File: config.mk
export PLATFORM = sky130hd
export DESIGN_NAME = branch_predictor_bht
export DESIGN_NICKNAME = d
export VERILOG_FILES = /design/src/rtl/bp_pkg.sv /design/src/rtl/sat_counter.sv /design/src/rtl/branch_predictor_bht.sv
export SDC_FILE = /design/constraint.sdc
export NUM_CORES = 1
export LEC_CHECK = 0
export ABC_AREA = 1
export ABC_CLOCK_PERIOD_IN_PS = 2200
export BUFFER_PORTS_ARGS = -buffer_cell sky130_fd_sc_hd__clkbuf_2
export CAP_MARGIN = 20
export CELL_PAD_IN_SITES_DETAIL_PLACEMENT = 1
export CELL_PAD_IN_SITES_GLOBAL_PLACEMENT = 1
export CORE_MARGIN = 3
export CORE_UTILIZATION = 41
export CTS_BUF_LIST = sky130_fd_sc_hd__clkbuf_8 sky130_fd_sc_hd__clkbuf_16
export CTS_CLUSTER_DIAMETER = 120
export DETAILED_ROUTE_END_ITERATION = 12
export GPL_ROUTABILITY_DRIVEN = 0
export PLACE_DENSITY = 0.79
export SLEW_MARGIN = 20
export SYNTH_ARGS = -nofsm -noshare
export SYNTH_HDL_FRONTEND = slang
export SYNTH_SLANG_ARGS = --single-unit
File: constraint.sdc
create_clock -name clk -period 2.2 [get_ports clk]
set_clock_uncertainty 0.2 [all_clocks]
set_input_delay 0.22 -clock clk [delete_from_list [all_inputs] [get_ports clk]]
set_output_delay 0.22 -clock clk [all_outputs]
set_load 0.03 [all_outputs]
File: src/rtl/bp_pkg.sv
// rtl/bp_pkg.sv - shared helpers for the branch history table predictor
package bp_pkg;

   // Widest value the saturating helpers operate on; callers cast to their own width.
   localparam int SAT_MAX_W = 64;

   function automatic int clog2(input int n);
      int r;
      r = 0;
      for (int i = 0; i < 31; i++) begin
         if ((1 << i) < n) r = i + 1;
      end
      return r;
   endfunction

   // Index width for a table of the given depth (never narrower than one bit).
   function automatic int idx_w(input int entries);
      return (entries < 2) ? 1 : clog2(entries);
   endfunction

   // Weakly-not-taken value: 2^(w-1)-1, which is 0 for a one-bit counter.
   function automatic logic [SAT_MAX_W-1:0] ctr_init(input int w);
      return (SAT_MAX_W'(1) << (w - 1)) - SAT_MAX_W'(1);
   endfunction

   function automatic logic [SAT_MAX_W-1:0] sat_inc(input logic [SAT_MAX_W-1:0] v,
                                                    input int w);
      logic [SAT_MAX_W-1:0] max_v;
      max_v = (SAT_MAX_W'(1) << w) - SAT_MAX_W'(1);
      return (v >= max_v) ? v : v + SAT_MAX_W'(1);
   endfunction

   function automatic logic [SAT_MAX_W-1:0] sat_dec(input logic [SAT_MAX_W-1:0] v);
      return (v == '0) ? v : v - SAT_MAX_W'(1);
   endfunction

endpackage

File: src/rtl/sat_counter.sv
// rtl/sat_counter.sv - W-bit saturating up/down counter with synchronous load-on-reset
module sat_counter
   import bp_pkg::*;
#(
   parameter int W = 2
) (
   input  logic         clk,
   input  logic         reset,
   input  logic         inc,
   input  logic         dec,
   input  logic [W-1:0] init,
   output logic [W-1:0] q
);

   logic [W-1:0] q_d;
   logic [W-1:0] q_q;

   // Next value: reset loads init, otherwise step toward the requested rail and stick there.
   always_comb begin
      q_d = q_q;
      if (reset) begin
         q_d = init;
      end else if (inc && !dec) begin
         q_d = W'(sat_inc(SAT_MAX_W'(q_q), W));
      end else if (dec && !inc) begin
         q_d = W'(sat_dec(SAT_MAX_W'(q_q)));
      end
   end

   // Counter state register.
   always_ff @(posedge clk) begin
      q_q <= q_d;
   end

   assign q = q_q;

endmodule

File: src/rtl/branch_predictor_bht.sv
// rtl/branch_predictor_bht.sv - bimodal/gshare branch history table with perf counters
module branch_predictor_bht
   import bp_pkg::*;
#(
   parameter  int ADDR_W  = 32,
   parameter  int ENTRIES = 64,
   parameter  int CTR_W   = 2,
   parameter  int GHR_W   = 0,
   parameter  int PERF_W  = 32,
   localparam int IDX_W   = idx_w(ENTRIES)
) (
   input  logic              clk,
   input  logic              reset,
   input  logic              lookup_valid,
   input  logic [ADDR_W-1:0] lookup_pc,
   input  logic [ADDR_W-1:0] lookup_offset,
   output logic              prediction,
   output logic [ADDR_W-1:0] branch_addr,
   output logic [IDX_W-1:0]  pred_index,
   input  logic              update_valid,
   input  logic [IDX_W-1:0]  update_index,
   input  logic              update_taken,
   input  logic              update_mispredict,
   output logic [PERF_W-1:0] perf_lookups,
   output logic [PERF_W-1:0] perf_mispredicts
);

   localparam logic [CTR_W-1:0] CTR_INIT = CTR_W'(ctr_init(CTR_W));

   logic [IDX_W-1:0] base_index;
   logic [CTR_W-1:0] ctr [ENTRIES];

   // Instructions are word aligned, so the two LSBs carry no information.
   assign base_index = lookup_pc[IDX_W+1:2];

   // PC bits above the index only feed the target adder.
   logic unused_pc;
   assign unused_pc = ^{lookup_pc[ADDR_W-1:IDX_W+2], lookup_pc[1:0]};

   generate
      if (GHR_W > 0) begin : g_gshare
         logic [GHR_W-1:0] ghr_d;
         logic [GHR_W-1:0] ghr_q;

         // History shifts in the resolved outcome; it only moves at resolve, so it never needs repair.
         always_comb begin
            ghr_d = ghr_q;
            if (reset) begin
               ghr_d = '0;
            end else if (update_valid) begin
               ghr_d = GHR_W'({ghr_q, update_taken});
            end
         end

         // Global history register.
         always_ff @(posedge clk) begin
            ghr_q <= ghr_d;
         end

         assign pred_index = base_index ^ IDX_W'(ghr_q);
      end else begin : g_bimodal
         assign pred_index = base_index;
      end
   endgenerate

   // One saturating counter per table entry, trained only by a resolve that addresses it.
   generate
      for (genvar i = 0; i < ENTRIES; i++) begin : g_table
         logic hit;
         assign hit = update_valid && (update_index == IDX_W'(i));
         sat_counter #(.W(CTR_W)) u_ctr (
            .clk   (clk),
            .reset (reset),
            .inc   (hit && update_taken),
            .dec   (hit && !update_taken),
            .init  (CTR_INIT),
            .q     (ctr[i])
         );
      end
   endgenerate

   // Lookup reads the registered counter, so a same-cycle update is seen one cycle later.
   assign prediction  = lookup_valid && !reset && ctr[pred_index][CTR_W-1];
   assign branch_addr = lookup_pc + lookup_offset;

   sat_counter #(.W(PERF_W)) u_perf_lookups (
      .clk   (clk),
      .reset (reset),
      .inc   (lookup_valid),
      .dec   (1'b0),
      .init  ('0),
      .q     (perf_lookups)
   );

   sat_counter #(.W(PERF_W)) u_perf_mispredicts (
      .clk   (clk),
      .reset (reset),
      .inc   (update_valid && update_mispredict),
      .dec   (1'b0),
      .init  ('0),
      .q     (perf_mispredicts)
   );

endmodule

==> results of run 1 <==
## per-stage QoR
stage,hold slack (ns),TNS (ns)
global route,0.0803,-3.42
finish,0.0608,-3.03
CTS,0.0444,-0.334
floorplan,0.246,0
global placement,0.259,-2.56
detailed placement,0.272,-3.81
## final timing paths
path	startpoint	end	slack [ns]	cells past startpoint
worst max register to register	u_perf_lookups.q[1]$_SDFFE_PP0P_	u_perf_lookups.q[29]$_SDFFE_PP0P_	0.11	10
worst max-delay path	lookup_pc[11]	branch_addr[24]	-0.27	11
worst min register to register	g_table[34].u_ctr.q[0]$_SDFFE_PP1P_	g_table[34].u_ctr.q[1]$_SDFFE_PP0P_	0.28	2
worst min-delay path	update_index[1]	g_table[49].u_ctr.q[0]$_SDFFE_PP1P_	0.06	4
## state kept, by name, indices dropped and copies added, names as in the netlist
name / count
u_perf_mispredicts.q: 32
g_table.u_ctr.q: 128
u_perf_lookups.q: 32
## area by class of cell
type | count | share of cell area
Sequential cell | 192 | 0.235
Tap cell | 390 | 0.0290
Timing Repair Buffer | 336 | 0.142
Inverter | 195 | 0.0438
Clock inverter | 12 | 0.00795
Clock buffer | 19 | 0.0269
Multi-Input combinational cell | 1522 | 0.516
## routing by layer
layer  GRT usage  wire length, µm  vias up
met1       0.333            21600     7492
li1            -                -     7122
met4       0.126             3700        0
met2       0.511            27800      681
met5           0                0        -
met3      0.0421             3060      264
## power by group through the flow
stage / clock network [W] / registers [W] / logic [W]
after global placement: 0 / 0.00359 / 0.00169
after CTS: 0.00328 / 0.00351 / 0.00194
after global routing: 0.00343 / 0.00350 / 0.00252
after floorplan: 0 / 0.00360 / 0.00101
final: 0.00325 / 0.00350 / 0.00242
after detailed placement: 0 / 0.00359 / 0.00173
## cell families (layout without fill, tap and decap cells)
group,Yosys count,count (layout),share of synthesized area
adder cells (fa/ha/maj),37,37,0.0369
XOR/XNOR,57,57,0.0398
AND/OR/NAND/NOR,974,974,0.327
buffers and inverters,270,562,0.0890
flip-flops,192,192,0.306
AO/OA/AOI/OAI,454,454,0.201
## what timing repair did
| item | CTS | global route |
|---|---|---|
| hold buffers | 1 | 0 |
| resized for setup | 132 | 272 |
| buffers inserted | 4 | 14 |
| setup endpoints to repair | 25 | 67 |
| endpoints found under the hold margin | 2 | 0 |
| pin swaps | 11 | 51 |
## synth_stat cells, drive strengths merged (4+ instances only)
library cell,instances
nor3,49
clkbuf,44
buf,31
o2111ai,9
xor2,45
o211ai,46
o21ai,150
ha,33
nand3,119
nand4,10
dfxtp,192
nor2,225
o21bai,8
a21oi,200
nand3b,16
o21a,4
inv,195
o22ai,14
xnor2,12
a31oi,14
nand2,549
## cell usage in the layout, fill, tap and decap left out, types with 48 or more instances in the layout
master    count
nand3_1      90
dfxtp_1     131
clkbuf_2    147
nand2_1     498
a21oi_1     166
buf_4       148
o21ai_0     124
dfxtp_2      48
inv_1       165
nor2_1      186
## critical path, cell delays in order
cell	delay [ns]
clkbuf_2	0.10
ha_4	0.26
a21oi_1	0.44
o21a_4	0.25
buf_4	0.13
o21ai_2	0.06
nand2_1	0.15
nand3_1	0.10
nand2_1	0.10
nand2_2	0.08
buf_8	0.14
==> metrics.md, run 1 <==
| Metric | Value |
|---|---|
| Status | finished, violations left |
| Unrepaired setup endpoints after global routing | true |
| Max-cap violations | 0 |
| Gate Count Post-Synth | 1984 |
| Root buffer cell | clkbuf_16 |
| Failing checks | negative setup slack |
| Yosys top cell area share | 0.306 |
| Switching Power | around 0.0031 W |
| Crit path launch type | primary input |
| Sequential area share after synthesis | 0.306 |
| Worst skew pair latency | 0.46 ns |
| Initial antenna violation count | 0 |
| Design area | 16800 µm² |
| First-pass GRT wire length | 77000 µm |
| Pleak | 6.72 nW |
| Int Pwr | 0.00611 W |
| Sw frac | 0.333 |
| Top cells by area, synth | dfxtp_1 (31%), nand2_1 (16%), a21oi_1 (7.9%) |
| Post-Syn Area | 12600 µm² |
| Dpl ws | -0.284 ns |
| Clock network power share | 0.354 |
| Core box area | 29900 µm² |
| Crit. End Element | primary output |
| WL/cell | 21.1 µm |
| Fillers | 3904 |
| Vias per Instance | 5.84 |
| Gr usage total | 0.284 |
| Final period util | 1.12 |
| Largest net degree at the start of global routing | 127 |
| Routed Wire Length | around 56000 µm |
| Comb power frac | 0.264 |
| CTS tree | yes |
| Die Wd | 181 µm |
| Worst slew pin tran | around 0.68 ns |
| Nets@finish | 2374 |
| Post-layout util | 0.564 |
| Layout cells sized above 1 | 0.294 |
| Antenna Nets Post-Route | 0 |
| PnR Total Power | 0.00917 W |
| H-tree level count | 4 |
| Final Non-Filler Cells | 2666 |
| Relative slew slack | 0.548 |
| Via Count | 15600 |
| Register area | around 4000 µm² |
| Starting density of the core | 0.420 |
| CP Data Arrival Time | 2.05 ns |
| Cell accounting for the most synthesized area | dfxtp_1 |
| Syn avg cell area | 6.33 µm² |
| Crit-path max FO | 4 |
| Crit Path Category | in -> out |
| Syn_nets | 2094 |
| HP Class | in -> reg |
| Rows | 63 |
| DR DRC count | 0 |
| Multi-input gate area | 8690 µm² |
| DP Area | 14700 µm² |
| Number of flops mapped to enable cells by yosys | 0 |
| GRT overflow | 0 |
| Die Ht | 181 µm |
| Clock slew at reported path FFs | 0.07 ns |
| Fin. max-slew vios | 0 |
| Main synth FF type | dfxtp_1 |
| CP Data Required Time | between 1.5 and 2 ns |
| DRT iter0 DRCs | 1176 |
| P&R area growth vs syn | 34.2% |
| Min cycle time layout | ~2.5 ns |
| Synth Register Bits | 192 |
| Syn. warnings | 0 |
| Antenna cells | 0 |
| Inst Count DP | 2617 |
| Total CTS buffers | 17 |
| Sequential share of power | 0.381 |
| PortBufs | 178 |
| Die Area | roughly 33000 µm² |
| Post-synth cell types | 45 |
| Final worst slack | -0.270 ns |
| Drt first pass iters | 5 |
| Finish-stage setup viols | 24 |
| Clock Tree Buf Depth | 2 |
| F_max | between 400 and 500 MHz |
| Final Hold Viols | 0 |
| Ports | around 180 |
| VDD IR max | 0.624 mV |
| HPWL after detailed placement | 34300 µm |
| # clock sinks | 192 |
| Total power per unit cell area | approximately 540 nW/µm² |
| Post-synth ARST share | 0 |
| Via count of the first global-routing pass | around 15000 |
Note: power is estimated with default switching activity, not from simulation.
==> inputs of run 2 (changes only) <==
Settings changed: SETUP_SLACK_MARGIN set to 0.15, SKIP_CTS_REPAIR_TIMING set to 1.
==> run 2 against run 1 <==
Compared with the run above: the run ends with negative hold slack, negative setup slack left; combinational power shrank 9.5%; design area decreased by 1.4%; sequential power hardly changed; setup slack got worse by 0.012 ns; highest routed layer unchanged.
==> metrics.md, run 2 (synthesis results as in run 1) <==
| Metric | Value |
|---|---|
| Status | finished, violations left |
| Failing checks | negative hold slack, negative setup slack |
| Inst Count DP | 2612 (-0.19%) |
| Starting density of the core | 0.420 (unchanged) |
| Gr usage total | 0.265 (-0.0189) |
| Clock slew at reported path FFs | 0.07 ns (about the same) |
| WL/cell | 19.4 µm (-8.1%) |
| CTS tree | yes |
| Clock Tree Buf Depth | 2 (unchanged) |
| # clock sinks | 192 (unchanged) |
| Layout cells sized above 1 | 0.289 (-0.00565) |
| Final Hold Viols | 1 (+1) |
| Unrepaired setup endpoints after global routing | true |
| Dpl ws | -0.301 ns (-0.0177 ns) |
| Antenna cells | 0 (unchanged) |
| HPWL after detailed placement | 33700 µm (-1.6%) |
| F_max | 403 MHz (-0.49%) |
| Hold WS | -0.00113 ns (-0.0619 ns) |
| Final worst slack | -0.282 ns (-0.0121 ns) |
| Die Area | 32800 µm² (unchanged) |
| First-pass GRT wire length | 72400 µm (-6.0%) |
| Antenna Nets Post-Route | 0 (unchanged) |
| Max FFs per register | 128 (unchanged) |
| Total CTS buffers | 17 (unchanged) |
| Sequential share of power | 0.397 (+0.016) |
| Rows | 63 (unchanged) |
| Crit-path max FO | 5 (+1) |
| Design area | 16600 µm² (-1.4%) |
| Largest net degree at the start of global routing | 127 (unchanged) |
| Min cycle time layout | 2.48 ns (+0.0121 ns) |
| Die Ht | 181 µm (unchanged) |
| Crit path launch type | primary input |
| Total power per unit cell area | 531 nW/µm² (-2.4%) |
| Nets@finish | 2376 (+0.084%) |
| Vias per Instance | 5.64 (-3.4%) |
| P&R area growth vs syn | 32.3% |
| DRT iter0 DRCs | 861 (-27%) |
| Clock network power share | 0.355 (about the same) |
| HP Class | in -> reg |
| VDD IR max | 0.600 mV (-3.7%) |
| PortBufs | 178 (unchanged) |
| Worst skew pair latency | 0.47 ns (about the same) |
| Highest-count cells in the layout ignoring fill and taps | nand2_1 (507), nor2_1 (184), a21oi_1 (171) |
| DP Area | 14700 µm² (about the same) |
| Via count of the first global-routing pass | 14900 (-3.3%) |
| Crit Path Category | in -> out |
| GRT overflow | 0 (unchanged) |
| Die Wd | 181 µm (unchanged) |
| CP Data Required Time | 1.78 ns (about the same) |
| Worst slew pin tran | 0.669 ns (-0.00882 ns) |
| Commonest non-fill, non-tap cell in the layout | nand2_1 |
| Max-cap violations | 0 (unchanged) |
| Core box area | 29900 µm² (unchanged) |
| Sw frac | 0.344 (+0.0109) |
| H-tree level count | 4 (unchanged) |
| Comb power frac | 0.248 (-0.016) |
| Via Count | 15100 (-3.3%) |
| Pleak | 6.67 nW (-0.69%) |
| CP Data Arrival Time | 2.06 ns (about the same) |
| Ports | 179 (unchanged) |
| Final Non-Filler Cells | 2669 (+0.11%) |
| Final period util | 1.13 (+0.00552) |
| DR DRC count | 0 (unchanged) |
| Crit. End Element | primary output |
| Int Pwr | 0.00579 W (-5.3%) |
| Finish-stage setup viols | 22 (-8.3%) |
| Drt first pass iters | 5 (unchanged) |
| Relative slew slack | 0.554 (+0.00588) |
| Fin. max-slew vios | 0 (unchanged) |
| Root buffer cell | clkbuf_16 |
| Switching Power | 0.00304 W (-0.62%) |
| Routed Wire Length | 51700 µm (-8.0%) |
| Initial antenna violation count | 0 (unchanged) |
run 2: changes by cell type in the layout (fill, tap and decap cells not counted), sizes merged:
cell / delta
inv: +6
buf: +2
clkbuf: -3
dlygate4sd3: +1
bufinv: -2
clkinv: -1
run 2: cell type report:
class	instances	area (µm²)
multi-input combinational	1522	8500
inverter	195	744
clock inverter	15	143
clock buffer	17	425
sequential	192	3940
fill	3975	13300
tap	390	488
timing repair buffer	338	2370
run 2: per-layer routing:
metal	up-vias	global-route usage	part of all wire
met2	401	0.492	0.52
met5	-	0	0
met4	0	0.101	0.050
li1	7129	-	-
met3	166	0.0348	0.041
met1	7357	0.308	0.39
run 2: power by group through the flow:
stage | logic (W) | clock network (W) | registers [W]
floorplan | 0.00104 | 0 | 0.00360
detailed placement | 0.00173 | 0 | 0.00360
global placement | 0.00170 | 0 | 0.00359
finish | 0.00219 | 0.00313 | 0.00350
CTS | 0.00174 | 0.00318 | 0.00351
global route | 0.00232 | 0.00334 | 0.00351
run 2: through the flow:
stage	power (W)	utilization	TNS [ns]
after detailed placement	0.00533	0.493	-3.63
after floorplan	0.00464	-	0
after CTS	0.00844	0.512	-3.89
after global routing	0.00916	0.556	-4.54
after global placement	0.00529	0.493	-2.31
final	0.00882	0.556	-2.83
run 2: worst paths after layout:
path	start	end	slack, ns	cells after the start
setup / recovery	lookup_pc[7]	branch_addr[30]	-0.28	12
setup reg to reg	u_perf_lookups.q[6]$_SDFFE_PP0P_	u_perf_lookups.q[25]$_SDFFE_PP0P_	0.21	8
hold reg to reg	g_table[42].u_ctr.q[0]$_SDFFE_PP1P_	g_table[42].u_ctr.q[1]$_SDFFE_PP0P_	0.27	2
hold / removal	update_index[3]	g_table[38].u_ctr.q[0]$_SDFFE_PP1P_	-0.001	4
run 2: worst max-delay path, stage by stage:
cell	delay, ns
clkbuf_2	0.14
ha_4	0.28
a21o_1	0.21
nand2_1	0.12
nand2_1	0.11
a21oi_1	0.33
nand2_4	0.15
nand3_2	0.12
nand2_1	0.07
nand2_2	0.09
nand2_4	0.04
buf_4	0.16
